$ cat config.mk
export PLATFORM = sky130hd
export DESIGN_NAME = count_sequencer_flat
export DESIGN_NICKNAME = d
export VERILOG_FILES = /design/src/rtl/count_sequencer_if.sv /design/src/rtl/count_sequencer.sv /design/src/flat_wrapper.sv
export SDC_FILE = /design/constraint.sdc
export NUM_CORES = 1
export LEC_CHECK = 0
export BUFFER_PORTS_ARGS = -buffer_cell sky130_fd_sc_hd__clkbuf_2
export CORE_UTILIZATION = 40
export CTS_CLUSTER_SIZE = 20
export DETAILED_ROUTE_END_ITERATION = 16
export GPL_TIMING_DRIVEN = 1
export PLACE_DENSITY = 0.63
export SYNTH_ARGS = -nofsm -noshare
export SYNTH_HDL_FRONTEND = slang
export SYNTH_SLANG_ARGS = --single-unit
$ cat constraint.sdc
create_clock -name clk -period 2 [get_ports clk]
set_input_delay 0.1 -clock clk [delete_from_list [all_inputs] [get_ports clk]]
set_output_delay 0.1 -clock clk [all_outputs]
set_load 0.05 [all_outputs]
$ cat src/rtl/count_sequencer_if.sv
// Host command / status bundle for count_sequencer; the host is the master, the sequencer the slave.
// Pure wiring, no latency; cmd_valid/cmd_ready form the only handshake.
interface count_sequencer_if #(
    parameter int WIDTH = 4
);
    logic             cmd_valid;
    logic             cmd_ready;
    logic [1:0]       cmd_op;
    logic [WIDTH-1:0] cmd_data;
    logic [WIDTH-1:0] limit;
    logic             auto_reload;
    logic [WIDTH-1:0] count;
    logic             busy;
    logic             tc_pulse;
    logic             done;

    modport master (
        output cmd_valid, cmd_op, cmd_data, limit, auto_reload,
        input  cmd_ready, count, busy, tc_pulse, done
    );

    modport slave (
        input  cmd_valid, cmd_op, cmd_data, limit, auto_reload,
        output cmd_ready, count, busy, tc_pulse, done
    );
endinterface

$ cat src/rtl/count_sequencer.sv
// Command-driven up-counter controller: start/pause/stop/load, terminal detect, optional auto-reload.
// Latency: count moves one negedge after the accepting edge; done/tc_pulse one negedge after count==limit.
// Backpressure: cmd_ready drops only for the single DONE cycle; commands are otherwise always accepted.
module count_sequencer #(
    parameter int WIDTH = 4
) (
    input  logic               clk,
    input  logic               reset,
    count_sequencer_if.slave   bus
);
    typedef enum logic [1:0] {
        IDLE  = 2'd0,
        RUN   = 2'd1,
        PAUSE = 2'd2,
        DONE  = 2'd3
    } state_t;

    localparam logic [1:0] OP_START = 2'b00;
    localparam logic [1:0] OP_PAUSE = 2'b01;
    localparam logic [1:0] OP_STOP  = 2'b10;
    localparam logic [1:0] OP_LOAD  = 2'b11;

    state_t           state_q, state_d;
    logic [WIDTH-1:0] count_q, count_d;
    logic [WIDTH-1:0] limit_q, limit_d;
    logic             reload_q, reload_d;
    logic             tc_q, tc_d;
    logic             cmd_ready;
    logic             accept;

    assign cmd_ready = (state_q != DONE);
    assign accept    = bus.cmd_valid & cmd_ready;

    always_comb begin
        state_d  = state_q;
        count_d  = count_q;
        limit_d  = limit_q;
        reload_d = reload_q;
        tc_d     = 1'b0;
        case (state_q)
            IDLE: begin
                if (accept) begin
                    case (bus.cmd_op)
                        OP_START: begin
                            state_d  = RUN;
                            limit_d  = bus.limit;
                            reload_d = bus.auto_reload;
                        end
                        OP_LOAD: count_d = bus.cmd_data;
                        OP_STOP: count_d = '0;
                        default: ;
                    endcase
                end
            end
            RUN: begin
                // An accepted PAUSE/STOP/LOAD takes the place of this edge's increment and terminal check.
                if (accept && bus.cmd_op == OP_PAUSE) begin
                    state_d = PAUSE;
                end else if (accept && bus.cmd_op == OP_STOP) begin
                    state_d = IDLE;
                    count_d = '0;
                end else if (accept && bus.cmd_op == OP_LOAD) begin
                    count_d = bus.cmd_data;
                end else if (count_q == limit_q) begin
                    if (reload_q) begin
                        count_d = '0;
                        tc_d    = 1'b1;
                    end else begin
                        state_d = DONE;
                    end
                end else begin
                    count_d = count_q + WIDTH'(1);
                end
            end
            PAUSE: begin
                if (accept) begin
                    case (bus.cmd_op)
                        OP_START: state_d = RUN;
                        OP_STOP: begin
                            state_d = IDLE;
                            count_d = '0;
                        end
                        OP_LOAD: count_d = bus.cmd_data;
                        default: ;
                    endcase
                end
            end
            default: state_d = IDLE;
        endcase
    end

    always_ff @(negedge clk or posedge reset) begin
        if (reset) begin
            state_q  <= IDLE;
            count_q  <= '0;
            limit_q  <= '0;
            reload_q <= 1'b0;
            tc_q     <= 1'b0;
        end else begin
            state_q  <= state_d;
            count_q  <= count_d;
            limit_q  <= limit_d;
            reload_q <= reload_d;
            tc_q     <= tc_d;
        end
    end

    assign bus.cmd_ready = cmd_ready;
    assign bus.count     = count_q;
    assign bus.busy      = (state_q == RUN) || (state_q == PAUSE);
    assign bus.done      = (state_q == DONE);
    assign bus.tc_pulse  = tc_q;
endmodule

$ cat src/flat_wrapper.sv
// flat-port wrapper written by rule: the top's interface ports become plain ports
module count_sequencer_flat 
#(
    parameter int WIDTH = 4
)
  (clk, reset, bus_cmd_valid, bus_cmd_op, bus_cmd_data, bus_limit, bus_auto_reload, bus_cmd_ready, bus_count, bus_busy, bus_tc_pulse, bus_done);
  count_sequencer_if #(.WIDTH(WIDTH)) bus_i ();
  input  logic clk;
  input  logic reset;
  input wire logic [$bits(bus_i.cmd_valid)-1:0] bus_cmd_valid;
  input wire logic [$bits(bus_i.cmd_op)-1:0] bus_cmd_op;
  input wire logic [$bits(bus_i.cmd_data)-1:0] bus_cmd_data;
  input wire logic [$bits(bus_i.limit)-1:0] bus_limit;
  input wire logic [$bits(bus_i.auto_reload)-1:0] bus_auto_reload;
  output wire logic [$bits(bus_i.cmd_ready)-1:0] bus_cmd_ready;
  output wire logic [$bits(bus_i.count)-1:0] bus_count;
  output wire logic [$bits(bus_i.busy)-1:0] bus_busy;
  output wire logic [$bits(bus_i.tc_pulse)-1:0] bus_tc_pulse;
  output wire logic [$bits(bus_i.done)-1:0] bus_done;
  assign bus_i.cmd_valid = bus_cmd_valid;
  assign bus_i.cmd_op = bus_cmd_op;
  assign bus_i.cmd_data = bus_cmd_data;
  assign bus_i.limit = bus_limit;
  assign bus_i.auto_reload = bus_auto_reload;
  assign bus_cmd_ready = bus_i.cmd_ready;
  assign bus_count = bus_i.count;
  assign bus_busy = bus_i.busy;
  assign bus_tc_pulse = bus_i.tc_pulse;
  assign bus_done = bus_i.done;
  count_sequencer #(.WIDTH(WIDTH)) u_core (.clk(clk), .reset(reset), .bus(bus_i));
endmodule
# Yosys cells after proc, flatten, opt, wreduce, memory -nomap -nowiden
# Index checks and enable logic that the tools add are counted.
# totals
word_cells	61
input_bits	14
reg_bits	12
# op_classes
muxes	24
reduce_logical	11
n_bitwise	1
addsub	1
n_eq_ne	19
# ops
operator	count
$mux W4	6
$mux W2	8
$pmux W4 S2	2
$eq A2 B2 Y1 const B	4
$ne A2 B1 Y1 const B	4
$reduce_and A7 Y1	1
$mux W1	6
$pmux W2 S3	1
$ne A5 B2 Y1 const B	1
$reduce_and A5 Y1	1
$add A4 B1 Y4 const B	1
$eq A2 B1 Y1 const B	2
$eq A4 B4 Y1	1
$logic_not A2 Y1	2
$ne A2 B2 Y1 const B	2
$ne A4 B1 Y1 const B	1
$ne A4 B2 Y1 const B	1
$ne A4 B4 Y1 const B	1
$pmux W2 S2	1
$logic_and A1 B1 Y1	3
$ne A3 B1 Y1 const B	1
$ne A3 B2 Y1 const B	1
$reduce_and A3 Y1	1
$reduce_bool A2 Y1	1
3 further kinds	3

# Longest topological paths before layout
# Gate-level depths: netlist of the first run.
# logic_depth
word_depth	7
mapped_depth	7
depth_no_buf	7

==> results of run 1 <==
==> timing repair <==
action,4_1_cts,5_1_grt
pin swaps,3,8
hold buffers,0,0
resized for setup,18,26
setup endpoints to repair,9,17
buffers inserted,4,1
==> worst max-delay path by stage <==
stage               slack [ns]                           from                             to  cells past startpoint
floorplan                -0.24                  bus_cmd_op[1]  u_core.state_q[0]$_DFFE_NP0P_                      6
global placement         -0.27                  bus_cmd_valid  u_core.state_q[0]$_DFFE_NP0P_                      6
detailed placement       -0.33                  bus_cmd_op[1]  u_core.state_q[0]$_DFFE_NP0P_                      6
CTS                      -0.32  u_core.state_q[0]$_DFFE_NP0P_                       bus_busy                      3
global route             -0.35  u_core.state_q[1]$_DFFE_NP0P_                       bus_busy                      3
finish                   -0.32  u_core.state_q[0]$_DFFE_NP0P_                       bus_busy                      3
==> power groups by stage <==
| stage | Clock, mW | Sequential [mW] | Combinational, mW |
|---|---|---|---|
| 6_report | 0.196 | 0.458 | 1.61 |
| 5_1_grt | 0.214 | 0.467 | 1.71 |
| 4_1_cts | 0.199 | 0.448 | 1.49 |
| 3_5_place_dp | 0 | 0.446 | 1.31 |
| 3_3_place_gp | 0 | 0.444 | 1.29 |
| 2_1_floorplan | 0 | 0.568 | 0.851 |
==> flip-flops by register name, summed over array words and instances (netlist names) <==
register             count
u_core.bus.count         4
u_core.reload_q          1
u_core.limit_q           4
u_core.bus.tc_pulse      1
u_core.state_q           2
==> worst reg2reg max path: stages (launching register included) <==
cell	delay, ns
dfrtn_1	0.39
buf_4	0.15
buf_4	0.13
xnor2_1	0.19
nand4_2	0.25
o21bai_4	0.20
and3_4	0.21
mux2_4	0.29
==> placed cells by master (no fill, tap or decap), types with 2 or more instances in the layout <==
master	n
buf_8	5
xnor2_1	4
a22oi_1	2
mux2_2	5
dfrtn_1	12
nand2_1	3
inv_2	3
buf_4	18
ha_1	4
o22ai_1	2
o21ai_1	2
a21oi_1	6
clkbuf_4	3
nor2_1	6
inv_1	6
and3_4	2
nand3_1	2
clkbuf_8	3
clkbuf_2	10
buf_6	4
==> cells by family after synthesis <==
logic type | synth area share
AOI/OAI and AO/OA | 0.211
xor gates and xnor gates | 0.0538
adders and majority gates | 0.0923
buffers and inverters | 0.0692
DFF | 0.369
muxes | 0.0831
and+or+nand+nor | 0.122
==> area by class of cell <==
| cell class | count | area share |
|---|---|---|
| multi-input cells | 59 | 0.413 |
| repair buffers | 40 | 0.275 |
| inverters | 9 | 0.0263 |
| well taps | 25 | 0.0243 |
| clock buffers | 4 | 0.0282 |
| flip-flops and latches | 12 | 0.234 |
==> metal layers <==
metal	global-route usage	up-vias	routed length, µm	share of wire
li1	-	381	-	-
met1	0.281	364	989	0.49
met2	0.281	26	926	0.46
met3	0.0500	2	81	0.040
met4	0.0343	0	6	0.0030
met5	0	-	0	0
==> summary.txt, run 1 <==
Layout fillers: 146
WL per Instance: 13.4 µm
NetSw: 986 µW
Critical Path Fanout Max: 3
I/O pin cnt: 22
worst r2r src: u_core.bus.count[2]$_DFFE_NP0P_
CP Data Arrival Time: 2.22 ns
Pleak: 0.604 nW
cell breakdown of the critical path: inv_2 > ha_4 > buf_12
initial antenna violation count: 0
via count: 773
port bufs: 21
GRT overflow: 0
Rel. slew slack: 0.672
final hold viol count: 0
Antenna Nets Post-Route: 0
sequential cell area fraction in the yosys report: 0.369
worst clock skew: 0.0115 ns
Synth area leaders: dfrtn_1, ha_1, mux2_2, xnor2_1, inv_1
Multi-input gate area: 531 µm²
RSZ-0062 raised after global routing: true
# nets final: 145
most frequent cell after synthesis: dfrtn_1
max-cap violations: 0
violated checks: setup timing
dpl cell area: 1070 µm²
Worst-path clk slew: 0.06 ns
Top FF cell, synth: dfrtn_1
CTS tree: done
Yosys reg bits: 12
Detail Placement HPWL: 1.37 mm
initial core utilization: 0.447
WP data required: 1.90 ns
layout cells sized above 1: 0.540
Area Growth Syn to Fin: 58.0%
Cells after Synth: 82
Rows: 15
Combinational Power Share: 0.711
share of the synthesized area in the top cell type: 0.369
Clock power frac: 0.087
slowest stage delay, CP: 0.46 ns
syn_area_per_cell: 9.92 µm²
total core area: 1820 µm²
first-pass GRT wire length: 2.95 mm
Post-Synthesis Net Count: 102
Seq pwr share: 0.202
final wirelength: 2.00 mm
Hold Path Class: reg -> reg
Post-synth top cells: dfrtn_1, inv_1, a21oi_1, ha_1, nor2_1
CP top delay family: flip-flops
design area: 1280 µm²
Finished Layout Cells: 149
Die Height: 47.1 µm
Clk Latency, worst-skew pair: 0.28 ns
total chip power: 2.27 mW
Post-synth ARST share: 1.00
critical path capture point type: output pin
GRT Util Overall: 0.190
R2R depth: 7
Final setup viols: 4
Sw Share: 0.435
# DRC: 0
Num CTS Buffers: 3
DRT Pass-1 Iters: 4
Hold WS: 0.472 ns
vias in the first global route: 637
WHS Endpoint: u_core.limit_q[3]$_DFFE_NP0P_
post-synth top area cell: dfrtn_1
largest net degree at the start of global routing: 13
Worst path slowest cell: dfrtn_1
Vias per Instance: 5.19
die width: 47.1 µm
Reg2Reg Capture Point: u_core.state_q[0]$_DFFE_NP0P_
Post-synth EDFFs: 0
register area: 300 µm²
Clock Root Buffer: clkbuf_4
Hold Path Depth: 1
CP Launch Type: flop
run status: finished, violations left
H-tree levels: 1
Internal: 1.28 mW
fin util: 0.706
Netlist cell types: 26
Pwr Density: 1760 nW/µm²
Die Area: 2220 µm²
ANT cells: 0
placed cells: 140
WS Path Type: reg -> out
Pins Over Slew Limit: 0
FF-to-FF setup slack: 0.04 ns
worst hold start: u_core.limit_q[3]$_DFFE_NP0P_
Buf/Inv on CP: 2
final setup margin: -0.319 ns
Yosys warning total: 0
setup TNS: -0.895 ns
Peak VDD IR: 0.000896 V
worst slew pin tran: 0.492 ns
synthesized area: 813 µm²
worst slack, placed: -0.332 ns
First DRT Iteration DRCs: 26
CTS Sinks: 12
clock buffer depth: 2
Final GP Congestion: 0.813
(Power assumes the default switching activity.)
==> run 2, diff against run 1 <==
--- a/config.mk
+++ b/config.mk
@@ -7,6 +7,7 @@
 export LEC_CHECK = 0
 export BUFFER_PORTS_ARGS = -buffer_cell sky130_fd_sc_hd__clkbuf_2
 export CORE_UTILIZATION = 40
+export CTS_BUF_LIST = sky130_fd_sc_hd__clkbuf_16
 export CTS_CLUSTER_SIZE = 20
 export DETAILED_ROUTE_END_ITERATION = 16
 export GPL_TIMING_DRIVEN = 1
==> summary.txt, run 2 (synthesis results as in run 1) <==
Clk Latency, worst-skew pair: 0.27 ns (about the same)
Die Height: 47.1 µm (unchanged)
Rel. slew slack: 0.684 (+0.0123)
clock buffer depth: 2 (unchanged)
Critical Path Fanout Max: 3 (unchanged)
Antenna Nets Post-Route: 0 (unchanged)
GRT overflow: 0 (unchanged)
# nets final: 145 (unchanged)
port bufs: 21 (unchanged)
First DRT Iteration DRCs: 18 (-31%)
FF-to-FF setup slack: 0.15 ns (+0.11 ns)
setup TNS: -0.836 ns (+0.0584 ns)
Pins Over Slew Limit: 0 (unchanged)
Num CTS Buffers: 3 (unchanged)
via count: 791 (+2.3%)
worst slack, placed: -0.332 ns (unchanged)
WHS Endpoint: u_core.limit_q[3]$_DFFE_NP0P_
Peak VDD IR: 0.00111 V (+24%)
Hold WS: 0.472 ns (-0.000665 ns)
worst r2r src: u_core.state_q[1]$_DFFE_NP0P_
final hold viol count: 0 (unchanged)
Die Area: 2220 µm² (unchanged)
Rows: 15 (unchanged)
worst slew pin tran: 0.474 ns (-0.0184 ns)
R2R depth: 8 (+1)
initial core utilization: 0.447 (unchanged)
initial antenna violation count: 0 (unchanged)
run status: finished, violations left
max-cap violations: 0 (unchanged)
I/O pin cnt: 22 (unchanged)
final setup margin: -0.300 ns (+0.0191 ns)
Detail Placement HPWL: 1.37 mm (unchanged)
WL per Instance: 14.1 µm (+5.1%)
Pleak: 0.619 nW (+2.6%)
WS Path Type: reg -> out
vias in the first global route: 703 (+10%)
CP Data Arrival Time: 2.20 ns (-0.02 ns)
commonest non-fill, non-tap cell in the layout: buf_4
most frequent cells in the layout: buf_4, dfrtn_1, clkbuf_2
Worst-path clk slew: 0.03 ns (-0.03 ns)
final wirelength: 2.11 mm (+5.1%)
Hold Path Depth: 1 (unchanged)
WP data required: 1.90 ns (about the same)
Final setup viols: 4 (unchanged)
largest net degree at the start of global routing: 13 (unchanged)
CTS Sinks: 12 (unchanged)
layout cells sized above 1: 0.540 (unchanged)
total core area: 1820 µm² (unchanged)
worst clock skew: 0.00381 ns (-0.00769 ns)
die width: 47.1 µm (unchanged)
Vias per Instance: 5.31 (+2.3%)
GRT Util Overall: 0.206 (+0.0164)
H-tree levels: 1 (unchanged)
critical path capture point type: output pin
DRT Pass-1 Iters: 4 (unchanged)
Area Growth Syn to Fin: 62.9%
# DRC: 0 (unchanged)
ANT cells: 0 (unchanged)
first-pass GRT wire length: 3.17 mm (+7.5%)
Clock Root Buffer: clkbuf_16
Reg2Reg Capture Point: u_core.state_q[0]$_DFFE_NP0P_
violated checks: setup timing
CTS tree: done
Hold Path Class: reg -> reg
RSZ-0062 raised after global routing: true
CP startpoint: u_core.state_q[1]$_DFFE_NP0P_
Pwr Density: 1820 nW/µm² (+3.3%)
CP Launch Type: flop
Final GP Congestion: 0.813 (unchanged)
worst hold start: u_core.limit_q[3]$_DFFE_NP0P_
run 2: layer usage:
metal  global-route usage  part of all wire
met4               0.0686             0.013
met2                0.294              0.47
met3               0.0577             0.050
met1                0.300              0.46
met5                    0                 0
run 2: where the power goes:
group	internal (mW)	total, mW	switching, mW
logic	0.788	1.60	0.808
registers	0.360	0.451	0.0910
clock network	0.263	0.366	0.103
run 2: final cells by class:
class / count / area [µm²]
multi-input combinational: 59 / 532
tap: 25 / 31.3
inverter: 9 / 33.8
timing repair buffer: 40 / 349
clock buffer: 3 / 75.1
clock inverter: 1 / 3.75
sequential: 12 / 300
fill: 140 / 495
run 2: how the worst max path moves through the flow:
stage                                          endpoint  depth (start not counted)
after global placement    u_core.state_q[0]$_DFFE_NP0P_                          6
final                                          bus_busy                          3
after CTS                                      bus_busy                          3
after global routing                           bus_busy                          3
after floorplan           u_core.state_q[0]$_DFFE_NP0P_                          6
after detailed placement  u_core.state_q[0]$_DFFE_NP0P_                          6
run 2: timing repair:
action | CTS | global route
setup endpoints to repair | 9 | 14
buffers inserted | 3 | 2
hold buffers | 0 | 0
gates resized for setup | 18 | 22
pin swaps | 2 | 9
run 2: stage by stage:
stage	util	power, mW	area (µm²)	cells
after floorplan	-	1.42	842	82
final	0.728	2.41	1330	149
after CTS	0.684	2.31	1240	147
after global placement	0.589	1.74	1070	140
after global routing	0.728	2.54	1330	149
after detailed placement	0.589	1.75	1070	140
run 2: worst max-delay path, stage by stage, from the launching register on:
cell,delay (ns)
dfrtn_1,0.46
inv_2,0.07
ha_4,0.27
buf_12,0.13
==> run 3, diff against run 2 <==
--- a/config.mk
+++ b/config.mk
@@ -5,13 +5,14 @@
 export SDC_FILE = /design/constraint.sdc
 export NUM_CORES = 1
 export LEC_CHECK = 0
-export BUFFER_PORTS_ARGS = -buffer_cell sky130_fd_sc_hd__clkbuf_2
-export CORE_UTILIZATION = 40
+export BUFFER_PORTS_ARGS = -buffer_cell sky130_fd_sc_hd__buf_2
+export CORE_UTILIZATION = 50
 export CTS_BUF_LIST = sky130_fd_sc_hd__clkbuf_16
 export CTS_CLUSTER_SIZE = 20
 export DETAILED_ROUTE_END_ITERATION = 16
 export GPL_TIMING_DRIVEN = 1
-export PLACE_DENSITY = 0.63
+export PLACE_DENSITY = 0.76
+export RECOVER_POWER = 50
 export SYNTH_ARGS = -nofsm -noshare
 export SYNTH_HDL_FRONTEND = slang
 export SYNTH_SLANG_ARGS = --single-unit
==> summary.txt, run 3 (synthesis results as in run 1) <==
# DRC: 0 (unchanged)
I/O pin cnt: 22 (unchanged)
ANT cells: 0 (unchanged)
via count: 882 (+12%)
NetSw: 1.19 mW (+19%)
WP data required: 1.90 ns (about the same)
RSZ-0062 raised after global routing: true
Hold WS: 0.482 ns (+0.00987 ns)
first-pass GRT wire length: 3.59 mm (+13%)
vias in the first global route: 815 (+16%)
Clock Root Buffer: clkbuf_16
Worst-path clk slew: 0.04 ns (about the same)
fin util: 0.899 (+0.171)
Metal-1 WL: 1.17 mm (+20%)
Pleak: 0.630 nW (+1.7%)
max-cap violations: 0 (unchanged)
CP Launch Type: flop
Clk Latency, worst-skew pair: 0.27 ns (about the same)
run status: finished, violations left
layout cells sized above 1: 0.569 (+0.0288)
Area Growth Syn to Fin: 66.5%
Rows: 14 (-1)
final setup margin: -0.362 ns (-0.0618 ns)
Detail Placement HPWL: 1.45 mm (+6.3%)
port bufs: 21 (unchanged)
placed cells: 131 (-6.4%)
Combinational Power Share: 0.688 (+0.027)
Final GP Congestion: 0.832 (+2.3%)
initial antenna violation count: 0 (unchanged)
violated checks: setup timing
DR top layer: met4
critical path capture point type: output pin
setup TNS: -1.22 ns (-0.387 ns)
worst slew pin tran: 0.482 ns (+0.00783 ns)
DRT Pass-1 Iters: 5 (+1)
Die Height: 42.3 µm (-10%)
# nets final: 145 (unchanged)
most frequent cells in the layout: buf_4, dfrtn_1, buf_2
final hold viol count: 0 (unchanged)
clock buffer depth: 2 (unchanged)
final wirelength: 3.15 mm (+50%)
First DRT Iteration DRCs: 67 (+49)
Seq pwr share: 0.175 (-0.012)
GRT overflow: 0 (unchanged)
Antenna Nets Post-Route: 0 (unchanged)
largest net degree at the start of global routing: 13 (unchanged)
Clock power frac: 0.137 (-0.015)
commonest non-fill, non-tap cell in the layout: buf_4
Vias per Instance: 6.35 (+20%)
WS Path Type: reg -> out
Pins Over Slew Limit: 0 (unchanged)
WL per Instance: 22.7 µm (+60%)
DR WL met2: 1.52 mm (+52%)
Hold Path Class: reg -> reg
Internal: 1.44 mW (+2.4%)
Peak VDD IR: 0.00156 V (+41%)
GRT Util Overall: 0.276 (+0.0693)
Final setup viols: 8 (+4)
Sw Share: 0.452 (+0.0363)
Num CTS Buffers: 3 (unchanged)
initial core utilization: 0.540 (+0.0931)
worst clock skew: 0.00350 ns (-0.000305 ns)
Finished Layout Cells: 139 (-6.7%)
Rel. slew slack: 0.679 (-0.00523)
worst slack, placed: -0.313 ns (+0.0188 ns)
CTS tree: done
CP Data Arrival Time: 2.26 ns (+0.06 ns)
CTS Sinks: 12 (unchanged)
Critical Path Fanout Max: 3 (unchanged)
H-tree levels: 1 (unchanged)
Die Area: 1790 µm² (-19%)
routed wl met3: 297 µm (+180%)
die width: 42.3 µm (-10%)
total core area: 1510 µm² (-17%)
Pwr Density: 1950 nW/µm² (+6.9%)
==> run 3: cell types whose count changed in the layout (fill, tap and decap cells not counted), moves of 3 or more <==
cell and change:
clkbuf_2 -10, clkbuf_8 -5, buf_8 +3, buf_6 +4, buf_2 +10
==> run 3: worst max-delay path: stages, from the launching register on <==
cell,delay (ns)
dfrtn_1,0.47
buf_4,0.16
ha_4,0.16
inv_2,0.05
buf_6,0.14
==> run 3: power groups by stage <==
stage / logic (mW) / clock network [mW] / registers, mW
3_3_place_gp: 1.21 / 0 / 0.436
5_1_grt: 1.89 / 0.373 / 0.472
3_5_place_dp: 1.26 / 0 / 0.440
2_1_floorplan: 0.851 / 0 / 0.568
4_1_cts: 1.49 / 0.365 / 0.437
6_report: 1.81 / 0.361 / 0.461
==> run 3: final timing paths <==
kind                                               start  depth (start not counted)                             to  slack (ns)
min reg2reg                u_core.limit_q[3]$_DFFE_NP0P_                          1  u_core.limit_q[3]$_DFFE_NP0P_        0.48
max in group asynchronous                          reset                          2  u_core.state_q[0]$_DFFE_NP0P_        0.92
min                        u_core.limit_q[3]$_DFFE_NP0P_                          1  u_core.limit_q[3]$_DFFE_NP0P_        0.48
min in group asynchronous                          reset                          2  u_core.limit_q[1]$_DFFE_NP0P_        0.73
max                        u_core.state_q[1]$_DFFE_NP0P_                          4                  bus_cmd_ready       -0.36
max reg2reg                u_core.state_q[1]$_DFFE_NP0P_                          8  u_core.state_q[0]$_DFFE_NP0P_       -0.07
==> run 3: routing by layer <==
metal / up-vias / track usage
met5: - / 0
met4: 0 / 0.144
met3: 27 / 0.0517
met2: 77 / 0.446
met1: 401 / 0.347
li1: 377 / -
==> run 3: layout make-up <==
class                           instances  area, µm²
Clock buffer                            3       75.1
Fill cell                              57        153
Inverter                                9       33.8
Multi-Input combinational cell         59        582
Sequential cell                        12        300
Tap cell                               16       20.0
Timing Repair Buffer                   40        343
==> run 3: through the flow <==
stage / cell area (µm²) / power [mW]
3_3_place_gp: 1050 / 1.64
3_5_place_dp: 1050 / 1.70
5_1_grt: 1350 / 2.73
4_1_cts: 1220 / 2.29
2_1_floorplan: 842 / 1.42
6_report: 1350 / 2.63
==> run 3: timing repair <==
action | 4_1_cts | 5_1_grt
resized for setup | 24 | 24
buffers inserted | 3 | 2
hold buffers | 0 | 0
setup endpoints to repair | 12 | 16
pin swaps | 9 | 8
